[src/rtl/riscv_multi_cycle_controller_if.sv]
`default_nettype none
// ============================================================================
// Module   : riscv_multi_cycle_controller_if
// Purpose  : Bundle between the multi-cycle controller and the datapath.
//            The controller receives the instruction fields and ALU flags.
//            It returns the per-cycle enables and mux selects.
// Revision : 1.0 - initial release
// ============================================================================
interface riscv_multi_cycle_controller_if;
  logic [6:0] opc;
  logic [2:0] func3;
  logic [6:0] func7;
  logic       zero;
  logic       pos;
  logic       pc_write;
  logic       adr_src;
  logic       mem_write;
  logic       ir_write;
  logic       reg_write;
  logic [1:0] result_src;
  logic [1:0] alu_src_a;
  logic [1:0] alu_src_b;
  logic [2:0] alu_cntl;
  logic [2:0] imm_src;

  // Controller side
  modport master (
    input  opc, func3, func7, zero, pos,
    output pc_write, adr_src, mem_write, ir_write, reg_write,
           result_src, alu_src_a, alu_src_b, alu_cntl, imm_src
  );

  // Datapath side
  modport slave (
    output opc, func3, func7, zero, pos,
    input  pc_write, adr_src, mem_write, ir_write, reg_write,
           result_src, alu_src_a, alu_src_b, alu_cntl, imm_src
  );
endinterface
`default_nettype wire

[src/rtl/riscv_multi_cycle_controller.sv]
`default_nettype none
// ============================================================================
// Module   : riscv_multi_cycle_controller
// Purpose  : Moore FSM that sequences a shared-memory, shared-ALU RV32I
//            datapath. Each instruction takes 3 to 5 clocks.
// Options  : RISCV_MC_HALT_EN - when defined, the ILLEGAL state is sticky and
//            a halt output is provided. When undefined, an illegal
//            instruction behaves as a one-cycle NOP.
// Revision : 1.0 - initial release
// ============================================================================
module riscv_multi_cycle_controller #(
  parameter int STATE_W = 4
) (
  input  logic                           clk,
  input  logic                           rst,
  riscv_multi_cycle_controller_if.master bus,
`ifdef RISCV_MC_HALT_EN
  output logic                           halt,
`endif
  output logic [STATE_W-1:0]             state_dbg
);

  typedef enum logic [3:0] {
    S_FETCH     = 4'd0,
    S_DECODE    = 4'd1,
    S_EXEC_R    = 4'd2,
    S_EXEC_I    = 4'd3,
    S_ALU_WB    = 4'd4,
    S_MEM_ADR   = 4'd5,
    S_MEM_READ  = 4'd6,
    S_MEM_WB    = 4'd7,
    S_MEM_WRITE = 4'd8,
    S_BRANCH    = 4'd9,
    S_JAL       = 4'd10,
    S_JALR_ADR  = 4'd11,
    S_JALR_PC   = 4'd12,
    S_LUI       = 4'd13,
    S_ILLEGAL   = 4'd14
  } state_t;

  localparam logic [6:0] OPC_R     = 7'b0110011;
  localparam logic [6:0] OPC_I     = 7'b0010011;
  localparam logic [6:0] OPC_LOAD  = 7'b0000011;
  localparam logic [6:0] OPC_STORE = 7'b0100011;
  localparam logic [6:0] OPC_BR    = 7'b1100011;
  localparam logic [6:0] OPC_JAL   = 7'b1101111;
  localparam logic [6:0] OPC_JALR  = 7'b1100111;
  localparam logic [6:0] OPC_LUI   = 7'b0110111;

  localparam logic [2:0] ALU_ADD  = 3'b000;
  localparam logic [2:0] ALU_SUB  = 3'b001;
  localparam logic [2:0] ALU_AND  = 3'b010;
  localparam logic [2:0] ALU_OR   = 3'b011;
  localparam logic [2:0] ALU_XOR  = 3'b100;
  localparam logic [2:0] ALU_SLT  = 3'b101;
  localparam logic [2:0] ALU_SLTU = 3'b110;

  localparam logic [2:0] IMM_I = 3'b000;
  localparam logic [2:0] IMM_S = 3'b001;
  localparam logic [2:0] IMM_B = 3'b010;
  localparam logic [2:0] IMM_J = 3'b011;
  localparam logic [2:0] IMM_U = 3'b100;

  state_t     state;
  logic [2:0] alu_op;    // ALU operation captured in DECODE for EXEC_R/EXEC_I
  logic       is_store;  // load/store selector captured in DECODE
  logic [2:0] br_f3;     // branch condition captured in DECODE

  logic       is_r;
  logic [2:0] dec_alu;
  logic       dec_alu_ok;
  logic       dec_br_ok;
  logic       br_taken;

  // Decode ALU operation and legality of func3/func7 while in DECODE
  always_comb begin
    is_r       = (bus.opc == OPC_R);
    dec_alu    = ALU_ADD;
    dec_alu_ok = 1'b1;
    case (bus.func3)
      3'b000:  dec_alu = (is_r && bus.func7 == 7'b0100000) ? ALU_SUB : ALU_ADD;
      3'b111:  dec_alu = ALU_AND;
      3'b110:  dec_alu = ALU_OR;
      3'b100:  dec_alu = ALU_XOR;
      3'b010:  dec_alu = ALU_SLT;
      3'b011:  dec_alu = ALU_SLTU;
      default: dec_alu_ok = 1'b0;
    endcase
    if (is_r && bus.func7 != 7'b0000000 && bus.func7 != 7'b0100000)
      dec_alu_ok = 1'b0;
    dec_br_ok = (bus.func3 == 3'b000) || (bus.func3 == 3'b001) ||
                (bus.func3 == 3'b100) || (bus.func3 == 3'b101);
  end

  // Branch condition from the flags of the subtraction running this cycle
  always_comb begin
    case (br_f3)
      3'b000:  br_taken = bus.zero;
      3'b001:  br_taken = !bus.zero;
      3'b100:  br_taken = !bus.pos;
      3'b101:  br_taken = bus.pos;
      default: br_taken = 1'b0;
    endcase
  end

  // State register plus the decode results carried into later states
  always_ff @(posedge clk or negedge rst) begin
    if (!rst) begin
      state    <= S_FETCH;
      alu_op   <= ALU_ADD;
      is_store <= 1'b0;
      br_f3    <= 3'b000;
    end else begin
      case (state)
        S_FETCH: state <= S_DECODE;
        S_DECODE: begin
          alu_op   <= dec_alu;
          is_store <= bus.opc[5];
          br_f3    <= bus.func3;
          case (bus.opc)
            OPC_R, OPC_I:        state <= dec_alu_ok ? (is_r ? S_EXEC_R : S_EXEC_I) : S_ILLEGAL;
            OPC_LOAD, OPC_STORE: state <= S_MEM_ADR;
            OPC_BR:              state <= dec_br_ok ? S_BRANCH : S_ILLEGAL;
            OPC_JAL:             state <= S_JAL;
            OPC_JALR:            state <= S_JALR_ADR;
            OPC_LUI:             state <= S_LUI;
            default:             state <= S_ILLEGAL;
          endcase
        end
        S_EXEC_R:    state <= S_ALU_WB;
        S_EXEC_I:    state <= S_ALU_WB;
        S_ALU_WB:    state <= S_FETCH;
        S_MEM_ADR:   state <= is_store ? S_MEM_WRITE : S_MEM_READ;
        S_MEM_READ:  state <= S_MEM_WB;
        S_MEM_WB:    state <= S_FETCH;
        S_MEM_WRITE: state <= S_FETCH;
        S_BRANCH:    state <= S_FETCH;
        S_JAL:       state <= S_ALU_WB;
        S_JALR_ADR:  state <= S_JALR_PC;
        S_JALR_PC:   state <= S_ALU_WB;
        S_LUI:       state <= S_FETCH;
`ifdef RISCV_MC_HALT_EN
        S_ILLEGAL:   state <= S_ILLEGAL;
`else
        S_ILLEGAL:   state <= S_FETCH;
`endif
        default:     state <= S_FETCH;
      endcase
    end
  end

  // Output decode from state; everything is held at zero while rst is low
  always_comb begin
    bus.pc_write   = 1'b0;
    bus.adr_src    = 1'b0;
    bus.mem_write  = 1'b0;
    bus.ir_write   = 1'b0;
    bus.reg_write  = 1'b0;
    bus.result_src = 2'b00;
    bus.alu_src_a  = 2'b00;
    bus.alu_src_b  = 2'b00;
    bus.alu_cntl   = ALU_ADD;
    bus.imm_src    = IMM_I;
    state_dbg      = '0;
    if (rst) begin
      state_dbg = STATE_W'(state);
      case (state)
        S_FETCH: begin
          bus.ir_write = 1'b1; bus.pc_write = 1'b1;
          bus.alu_src_b = 2'b10; bus.result_src = 2'b10;
        end
        S_DECODE: begin
          bus.alu_src_a = 2'b01; bus.alu_src_b = 2'b01;
          bus.imm_src = (bus.opc == OPC_JAL) ? IMM_J : IMM_B;
        end
        S_EXEC_R: begin
          bus.alu_src_a = 2'b10; bus.alu_cntl = alu_op;
        end
        S_EXEC_I: begin
          bus.alu_src_a = 2'b10; bus.alu_src_b = 2'b01; bus.alu_cntl = alu_op;
        end
        S_ALU_WB: bus.reg_write = 1'b1;
        S_MEM_ADR: begin
          bus.alu_src_a = 2'b10; bus.alu_src_b = 2'b01;
          bus.imm_src = is_store ? IMM_S : IMM_I;
        end
        S_MEM_READ: bus.adr_src = 1'b1;
        S_MEM_WB: begin
          bus.result_src = 2'b01; bus.reg_write = 1'b1;
        end
        S_MEM_WRITE: begin
          bus.adr_src = 1'b1; bus.mem_write = 1'b1;
        end
        S_BRANCH: begin
          bus.alu_src_a = 2'b10; bus.alu_cntl = ALU_SUB; bus.pc_write = br_taken;
        end
        S_JAL, S_JALR_PC: begin
          bus.pc_write = 1'b1; bus.alu_src_a = 2'b01; bus.alu_src_b = 2'b10;
        end
        S_JALR_ADR: begin
          bus.alu_src_a = 2'b10; bus.alu_src_b = 2'b01;
        end
        S_LUI: begin
          bus.imm_src = IMM_U; bus.result_src = 2'b11; bus.reg_write = 1'b1;
        end
        default: ;
      endcase
    end
  end

`ifdef RISCV_MC_HALT_EN
  // Halt flag while parked in ILLEGAL
  always_comb halt = rst && (state == S_ILLEGAL);
`endif

endmodule
`default_nettype wire

[src/flat_wrapper.sv]
// flat-port wrapper written by rule: the top's interface ports become plain ports
module riscv_multi_cycle_controller_flat 
#(
  parameter int STATE_W = 4
)
  (clk, rst, state_dbg, bus_opc, bus_func3, bus_func7, bus_zero, bus_pos, bus_pc_write, bus_adr_src, bus_mem_write, bus_ir_write, bus_reg_write, bus_result_src, bus_alu_src_a, bus_alu_src_b, bus_alu_cntl, bus_imm_src);
  riscv_multi_cycle_controller_if bus_i ();
  input  logic clk;
  input  logic rst;
  output logic [STATE_W-1:0] state_dbg;
  input wire logic [$bits(bus_i.opc)-1:0] bus_opc;
  input wire logic [$bits(bus_i.func3)-1:0] bus_func3;
  input wire logic [$bits(bus_i.func7)-1:0] bus_func7;
  input wire logic [$bits(bus_i.zero)-1:0] bus_zero;
  input wire logic [$bits(bus_i.pos)-1:0] bus_pos;
  output wire logic [$bits(bus_i.pc_write)-1:0] bus_pc_write;
  output wire logic [$bits(bus_i.adr_src)-1:0] bus_adr_src;
  output wire logic [$bits(bus_i.mem_write)-1:0] bus_mem_write;
  output wire logic [$bits(bus_i.ir_write)-1:0] bus_ir_write;
  output wire logic [$bits(bus_i.reg_write)-1:0] bus_reg_write;
  output wire logic [$bits(bus_i.result_src)-1:0] bus_result_src;
  output wire logic [$bits(bus_i.alu_src_a)-1:0] bus_alu_src_a;
  output wire logic [$bits(bus_i.alu_src_b)-1:0] bus_alu_src_b;
  output wire logic [$bits(bus_i.alu_cntl)-1:0] bus_alu_cntl;
  output wire logic [$bits(bus_i.imm_src)-1:0] bus_imm_src;
  assign bus_i.opc = bus_opc;
  assign bus_i.func3 = bus_func3;
  assign bus_i.func7 = bus_func7;
  assign bus_i.zero = bus_zero;
  assign bus_i.pos = bus_pos;
  assign bus_pc_write = bus_i.pc_write;
  assign bus_adr_src = bus_i.adr_src;
  assign bus_mem_write = bus_i.mem_write;
  assign bus_ir_write = bus_i.ir_write;
  assign bus_reg_write = bus_i.reg_write;
  assign bus_result_src = bus_i.result_src;
  assign bus_alu_src_a = bus_i.alu_src_a;
  assign bus_alu_src_b = bus_i.alu_src_b;
  assign bus_alu_cntl = bus_i.alu_cntl;
  assign bus_imm_src = bus_i.imm_src;
  riscv_multi_cycle_controller #(.STATE_W(STATE_W)) u_core (.clk(clk), .rst(rst), .bus(bus_i), .state_dbg(state_dbg));
endmodule
[config.mk]
export PLATFORM = sky130hd
export DESIGN_NAME = riscv_multi_cycle_controller_flat
export DESIGN_NICKNAME = d
export VERILOG_FILES = /design/src/rtl/riscv_multi_cycle_controller_if.sv /design/src/rtl/riscv_multi_cycle_controller.sv /design/src/flat_wrapper.sv
export SDC_FILE = /design/constraint.sdc
export NUM_CORES = 1
export LEC_CHECK = 0
export ABC_AREA = 1
export BUFFER_PORTS_ARGS = -buffer_cell sky130_fd_sc_hd__buf_2
export CAP_MARGIN = 20
export CORE_UTILIZATION = 52
export DETAILED_ROUTE_END_ITERATION = 10
export HOLD_SLACK_MARGIN = 0.02
export PLACE_DENSITY = 0.87
export SETUP_SLACK_MARGIN = 0.4
export SYNTH_ARGS = -nofsm -noshare
export SYNTH_HDL_FRONTEND = slang
export SYNTH_SLANG_ARGS = --single-unit
[constraint.sdc]
create_clock -name clk -period 3.9 [get_ports clk]
set_clock_uncertainty 0.05 [all_clocks]
set_input_delay 0.78 -clock clk [delete_from_list [all_inputs] [get_ports clk]]
set_output_delay 0.78 -clock clk [all_outputs]
set_load 0.01 [all_outputs]
==> results, run 1 <==
- The clock drives 11 sinks.
- STA classifies the critical path startpoint as an input port.
- The maximum net fanout on the critical path is 17.
- The first global-routing pass estimated 3930 um of wire.
- The arrival time at the worst endpoint is 1860 ps.
- The total grt overflow is 0.
- Synthesis handed over a netlist of 167 instances.
- The slowest cell on the critical path is buf_2.
- The number of global-route vias before repair is 1018.
- Of the synthesized area, sequential elements account for 0.257.
- The die width is 47.4 um.
- After the last flow step, the layout net total stands at 231.
- The run finished with clean final reports.
- Of the cells placed in the final design, the portion with a size suffix greater than 1 is 0.354.
- The clock reaches the later pin of the worst-skew pair after 260 ps.
- After routing, the total negative slack on setup checks comes to 0 ps.
- The top cell types in the final layout, fill and taps aside, are nand2_1, buf_2, inv_1, nand3_1, nor2_1.
- The clock period could shrink to 2690 ps.
- The number of rows in the core area is 16.
- Measured along the y axis, the die boundary spans 47.4 um.
- The final HPWL from detailed placement is 2160 um.
- Entering global routing, the biggest net connects 18 pins.
- The post-cts resize count is 0.
- The net count after synthesis is 188.
- The startpoint of the worst register-to-register path is u_core.state[1].
- For this design, the CTS-stage hold fixing added 0 buffers.
- The fraction of the cycle the final worst path needs is 0.690.
- The number of max-slew violations in the final report is 0.
- For this run, the slowest stage of the critical path takes 290 ps.
- The congestion estimate from routability-driven global placement came to 0.961.
- The worst reg2reg path depth is 7.
- Counting flops and latches in the post-synthesis netlist gives 11.
- The tightest hold path in the finished design has a slack of 357 ps.
- Derived from the worst setup path, the maximum achievable clock frequency is 372 MHz.
- The share of synthesized flip-flops with an asynchronous set or reset is 1.00.
- The initial utilization of the core area, before any placement, comes to 0.552.
- The die covers 0.00225 mm2.
- The cell area power density is 546 mW/mm2.
- The tree is rooted in a clkbuf_4.
- The number of buffers inserted during clock tree synthesis is 3.
- The count of buffering cells on the critical path with inverters included is 3.
- Grouping stages by cell kind, the critical path spends the most delay in buffers and inverters.
- The final antenna diode count is 0.
- The post-CTS setup buffer count is 0.
- The clock passes through at most 2 buffers.
- STA puts the critical path data required time at 3070 ps.
- The kind of path behind the tightest hold check is in2async.
- In this run the critical register-to-register path is captured at u_core.alu_op[0].
- The signal on the critical path passes through buf_2 > nand2_1 > inv_1 > nand2_1 > nor3_1 > nand3_1 > o21ai_2 > buf_2.
- The number of hold-slack violations in the final timing report came to 0.
- The number of design rule violations left after detail routing is 0.
- Compared with the post-synthesis result, the final layout area differs by 22.4%.
- In this run the cell area of the synthesized design comes to 0.00107 mm2.
- TritonCTS built the clock tree.
- The count of buffers added on input and output ports is 41.
- Using the TritonRoute via totals, the vias-per-cell ratio works out to 5.20.
- The core area is 0.00194 mm2.
- After the first detailed-routing iteration, the DRC count stood at 28.
- Setup repair after global routing left no endpoint under its margin.
- The initial antenna violation count is 0.
- The static leakage is 0.747 nW.
- The maximum ir drop on the vdd rail is 0.000255 V.
- Measured against its own limit, the worst slew margin works out to 0.705.
- The routed length per placed instance is 10.6 um.
- The setup check on the worst reg-to-reg path leaves a slack of 2460 ps.
- The total routing usage reported by global routing is 0.241.
- Yosys mapped a number of flops with a built-in enable equal to 0.
- The critical path class is in2out.
- The most frequent standard cell in the layout excluding fill and tap cells is nand2_1.
- The total wirelength of the detailed-routed design is 2500 um.
- The detailed router placed 1228 vias in this run.
- The first detailed-routing pass took 5 iterations.
- 42 I/O pins were placed.
- The tool flagged a number of max-cap violations equal to 0.
- At the pin with the least slew margin, the transition time is 443 ps.
- In this run the number of H-tree levels came out at 1.
- The warning count from the yosys run is 0.
- The worst setup path is captured at a primary output.
- The setup-violating endpoint count in the final report is 0.
- For this run, the leading register cell type out of synthesis is dfrtp_1.
- Counting distinct cell types in the post-synthesis netlist gives 30.
- Once detail routing completed, the nets flagged for antenna violations numbered 0.
- The post-synthesis average cell area is 6.42 um2.
- After clock tree synthesis, the clock-pin slew on the worst setup and hold paths is 70 ps.
[kinds of logic after synthesis]
| kind of cell | count (synthesis) | synth area share |
|---|---|---|
| AOI/OAI and AO/OA | 26 | 0.177 |
| buffers and inverters | 32 | 0.131 |
| DFF | 11 | 0.257 |
| and+or+nand+nor | 98 | 0.435 |
[cell usage after synthesis, types with 2 or more instances]
cell type | n | share of area
a21oi_1 | 6 | 0.028
a31oi_1 | 2 | 0.012
dfrtp_1 | 11 | 0.26
inv_1 | 22 | 0.077
inv_2 | 6 | 0.021
nand2_1 | 42 | 0.15
nand2_2 | 3 | 0.018
nand3_1 | 19 | 0.089
nand4_1 | 3 | 0.018
nor2_1 | 16 | 0.056
nor2_2 | 6 | 0.035
nor2_4 | 2 | 0.021
nor3_1 | 5 | 0.023
o21ai_0 | 4 | 0.019
o21ai_2 | 5 | 0.041
[final cells by class]
class                      count  area [um2]
multi-input combinational    124         657
fill                         190         629
sequential                    11         275
timing repair buffer          41         205
inverter                      29         114
tap                           27        33.8
clock buffer                   3        22.5
clock inverter                 1        5.00
[state kept, by name (all words and copies together) (netlist names)]
register,flops
u_core.alu_op,3
u_core.state,4
u_core.is_store,1
u_core.br_f3,3
[stage by stage]
stage | cell area (um2) | utilization | total power, mW | std cells | worst slack, ps
after floorplan | 1070 | - | 0.543 | 167 | 1750
after global placement | 1280 | 0.662 | 0.627 | 232 | 1290
after detailed placement | 1280 | 0.662 | 0.643 | 232 | 1180
after CTS | 1310 | 0.676 | 0.718 | 236 | 1180
after global routing | 1310 | 0.676 | 0.782 | 236 | 1120
final | 1310 | 0.676 | 0.716 | 236 | 1210
[power by group]
part / total, mW / leakage [nW] / internal, mW / switching, mW
Sequential: 0.220 / 0.139 / 0.165 / 0.0550
Combinational: 0.422 / 0.590 / 0.155 / 0.268
Clock: 0.0738 / 0.0177 / 0.0378 / 0.0360
Total: 0.716 / 0.747 / 0.357 / 0.359
[worst max path at each step]
| stage | slack (ps) | to | start | cells after the start |
|---|---|---|---|---|
| finish | 1210 | bus_pc_write | rst | 8 |
| detailed placement | 1180 | bus_pc_write | rst | 8 |
| global placement | 1290 | bus_pc_write | rst | 8 |
| CTS | 1180 | bus_pc_write | rst | 8 |
| floorplan | 1750 | bus_imm_src[0] | bus_opc[1] | 4 |
| global route | 1120 | bus_pc_write | rst | 8 |
[worst register-to-register path, stage by stage, from the launching register on]
cell and delay (ps):
dfrtp_1 540, nor2_8 210, nand2_4 110, inv_6 140, nand2_2 90, o21ai_1 120, inv_1 60, o31ai_2 50
[layer usage]
| layer | vias up | track usage | part of all wire |
|---|---|---|---|
| li1 | 624 | - | - |
| met1 | 541 | 0.291 | 0.41 |
| met4 | 0 | 0.0971 | 0.024 |
| met2 | 55 | 0.433 | 0.51 |
| met5 | - | 0 | 0 |
| met3 | 8 | 0.0302 | 0.052 |
No activity file was read; power rests on OpenSTA's default activity.
==> inputs of run 2 (changes only) <==
--- a/config.mk
+++ b/config.mk
@@ -8,10 +8,10 @@
 export ABC_AREA = 1
 export BUFFER_PORTS_ARGS = -buffer_cell sky130_fd_sc_hd__buf_2
 export CAP_MARGIN = 20
-export CORE_UTILIZATION = 52
+export CORE_UTILIZATION = 48
 export DETAILED_ROUTE_END_ITERATION = 10
 export HOLD_SLACK_MARGIN = 0.02
-export PLACE_DENSITY = 0.87
+export PLACE_DENSITY = 0.81
 export SETUP_SLACK_MARGIN = 0.4
 export SYNTH_ARGS = -nofsm -noshare
 export SYNTH_HDL_FRONTEND = slang
==> constraint.sdc (replaced) <==
create_clock -name clk -period 2.5 [get_ports clk]
set_clock_uncertainty 0.05 [all_clocks]
set_input_delay 0.5 -clock clk [delete_from_list [all_inputs] [get_ports clk]]
set_output_delay 0.5 -clock clk [all_outputs]
set_load 0.01 [all_outputs]
==> run 2 against run 1 <==
Against the previous run: first-iteration DRC count is 36% higher; critical path depth down 3; register-to-register slack got worse by 1500 ps; sequential share of layout area is 2.1 points lower; via count grew 6.4%; final cell count grew 5.9%; die area is 8.0% higher; count of clock-buffer cells in the layout increased by 1; sequential power up 64%; design area grew 13%; setup slack worse by 810 ps; core utilization increased by 6.0 points; critical endpoint is now bus_alu_src_a[1]; largest cell class unchanged.
==> results, run 2 (synthesized netlist as in run 1, its figures left out) <==
- The clock insertion delay at the later pin of the skew report is 260 ps (about the same).
- In this run the critical register-to-register path is launched from u_core.state[3].
- By startpoint and endpoint, the worst setup path is classified as reg2out.
- The transition time of the tightest slew-check pin was 369 ps (-74.4 ps).
- The number of hold-slack violations in the final timing report came to 0 (unchanged).
- The combinational share of power was 0.650 (+0.060).
- Derived from the worst setup path, the maximum achievable clock frequency is 476 MHz.
- The max-capacitance violation count is 0 (unchanged).
- The number of design rule violations left after detail routing is 0 (unchanged).
- The maximum ir drop on the vdd rail was 0.000435 V (+71%).
- The count of buffering cells on the critical path with inverters included is 2 (-1).
- The fraction of the cycle the final worst path needs is 0.840.
- The die boundary height is 49.3 um (+3.9%).
- The starting density of the core is 0.530 (-0.0219).
- The core area came to 0.00202 mm2 (+4.1%).
- The level count of the clock H-tree was 1 (unchanged).
- The placed instance area is 0.00129 mm2 (+0.58%).
- The run finished with clean final reports.
- The tree is rooted in a clkbuf_4.
- The launch point of the worst path is u_core.state[0].
- The wire length of the first global-routing pass is 4680 um (+19%).
- The number of hold buffers added after cts is 0 (unchanged).
- The element type at the critical path start is a flip-flop.
- The min-delay analysis places its worst path in the category in2async.
- The final critical-path required period is 2100 ps.
- The number of buffers between clock root and the deepest sink is 2 (unchanged).
- The final HPWL from detailed placement is 2160 um (about the same).
- The arrival time at the worst endpoint is 1550 ps (-310 ps).
- The static leakage was 0.813 nW (+8.8%).
- In the final layout, the registers with the most flip-flops are u_core.state: 4 flops, u_core.alu_op: 3 flops, u_core.br_f3: 3 flops.
- Leaving out fill and tap cells, the most frequent cells in the layout are nand2_1, buf_2, inv_1, nand3_1, nor2_1.
- The post-route antenna net violation count came to 0 (unchanged).
- Setup repair after global routing could not meet its margin everywhere.
- The count of input and output buffers is 41 (unchanged).
- The total routing usage reported by global routing is 0.242 (+0.000960).
- The routability congestion estimate came to 0.866 (-9.9%).
- The number of buffers inserted during clock tree synthesis is 3 (unchanged).
- The worst slew margin relative to its limit came to 0.754 (+0.0493).
- The top-level port count is 42 (unchanged).
- The cell area power density is 921 mW/mm2 (+69%).
- The clock slew seen by the registers of the worst setup and hold paths is 70 ps (about the same).
- The number of DRC markers in iteration 0 is 38 (+36%).
- The worst setup path is captured at a primary output.
- The critical path goes through inv_4 > nor2_8 > nand2_1 > a41oi_1 > buf_2.
- The setup TNS after final layout is 0 ps (unchanged).
- The number of max-slew violations in the final report is 0 (unchanged).
- The fraction of layout cells with a size suffix above 1 came to 0.439 (+0.0854).
- The total clock sinks is 11 (unchanged).
- The part of the total power dissipated in the clock network is 0.087 (-0.016).
- The register with the highest flop count is u_core.state.
- The number of global-route vias before repair came to 1132 (+11%).
- The number of vias in the routed layout is 1306 (+6.4%).
- The final antenna diode count is 0 (unchanged).
- The post-route standard cell area excluding fillers is 0.00149 mm2 (+13%).
- The number of rows in the core area was 16 (unchanged).
- The stage delay of the slowest cell on the critical path is 440 ps (+150 ps).
- The switching part of the total came to 0.490 (-0.0106).
- The cell family contributing the most delay on the critical path is flip-flops.
- The iteration count of the initial detailed-routing pass is 4 (-1).
- The internal power is 0.699 mW (+95%).
- The switching component of the power is 0.672 mW (+87%).
- The total wirelength of the detailed-routed design came to 3020 um (+21%).
- The total die area was 0.00243 mm2 (+8.0%).
- TritonCTS built the clock tree.
- The via density per instance is 5.22 (+0.40%).
- From synthesis to final layout, the design area changed by 38.7%.
- On the critical path, the stage with the largest delay is an instance of dfrtp_2.
- The setup-violating endpoint count in the final report is 0 (unchanged).
- The flip-flop count of the largest register after layout was 4 (unchanged).
- The required time of the critical path is 1950 ps (-1120 ps).
- The routed length per placed instance is 12.1 um (+14%).
- The maximum net fanout on the critical path came to 5 (-12).
- The initial antenna violation count is 0 (unchanged).
- The number of nets at the end of the flow is 245 (+6.1%).
- The share of power burned in registers is 0.263 (-0.044).
- The die width is 49.3 um (+3.9%).
- The total grt overflow is 0 (unchanged).
- The pin count of the biggest net entering global routing is 15 (-3).
run 2: cell count changes in the layout (fill, tap and decap cells not counted), sizes merged:
cell    previous run  this run
buf               41        54
clkbuf             3         5
inv               29        28
run 2: power groups by stage:
stage,clock network (mW),registers [mW],logic (mW)
after floorplan,0,0.313,0.533
after global placement,0,0.341,0.646
after detailed placement,0,0.343,0.667
after CTS,0.118,0.336,0.701
after global routing,0.125,0.372,0.974
final,0.119,0.360,0.891
run 2: area by class of cell:
| cell class | instances | area (um2) |
|---|---|---|
| Tap cell | 27 | 33.8 |
| Multi-Input combinational cell | 124 | 701 |
| Fill cell | 158 | 534 |
| Inverter | 29 | 126 |
| Clock buffer | 4 | 26.3 |
| Timing Repair Buffer | 55 | 320 |
| Sequential cell | 11 | 280 |
run 2: worst register-to-register path: stages (launching register included):
cell	delay [ps]
dfrtp_2	460
nor2_4	230
nand2_8	100
clkinv_8	70
buf_4	100
buf_4	140
nand2_2	100
o21ai_1	130
inv_1	60
o31ai_2	50
run 2: stage by stage:
stage | instances | hold slack [ps] | setup slack (ps) | power [mW] | util
6_report | 250 | 25.3 | 400 | 1.37 | 0.736
3_5_place_dp | 233 | 311 | 496 | 1.01 | 0.639
3_3_place_gp | 233 | 310 | 533 | 0.987 | 0.639
4_1_cts | 240 | 29.6 | 409 | 1.16 | 0.665
2_1_floorplan | 167 | 154 | 810 | 0.846 | -
5_1_grt | 250 | 24.7 | 352 | 1.47 | 0.736
run 2: repair_timing:
action	4_1_cts	5_1_grt
pin swaps	1	8
gates resized for setup	3	19
gates cloned	0	0
setup buffers	3	10
endpoints found under the setup margin	5	7
run 2: worst paths after layout:
check / slack (ps) / cells past startpoint / to
min: 30 / 1 / u_core.state[3]
max reg2reg: 910 / 9 / u_core.alu_op[0]
min reg2reg: 480 / 2 / u_core.br_f3[1]
max: 400 / 5 / bus_alu_src_a[1]
max in group asynchronous: 2050 / 2 / u_core.alu_op[1]
min in group clk: 440 / 3 / u_core.is_store
run 2: metal layers:
metal | wire length [um] | GRT usage | share of wire
met3 | 138 | 0.0249 | 0.046
met2 | 1580 | 0.452 | 0.52
met1 | 1260 | 0.292 | 0.42
met4 | 40 | 0.0588 | 0.013
met5 | 0 | 0 | 0
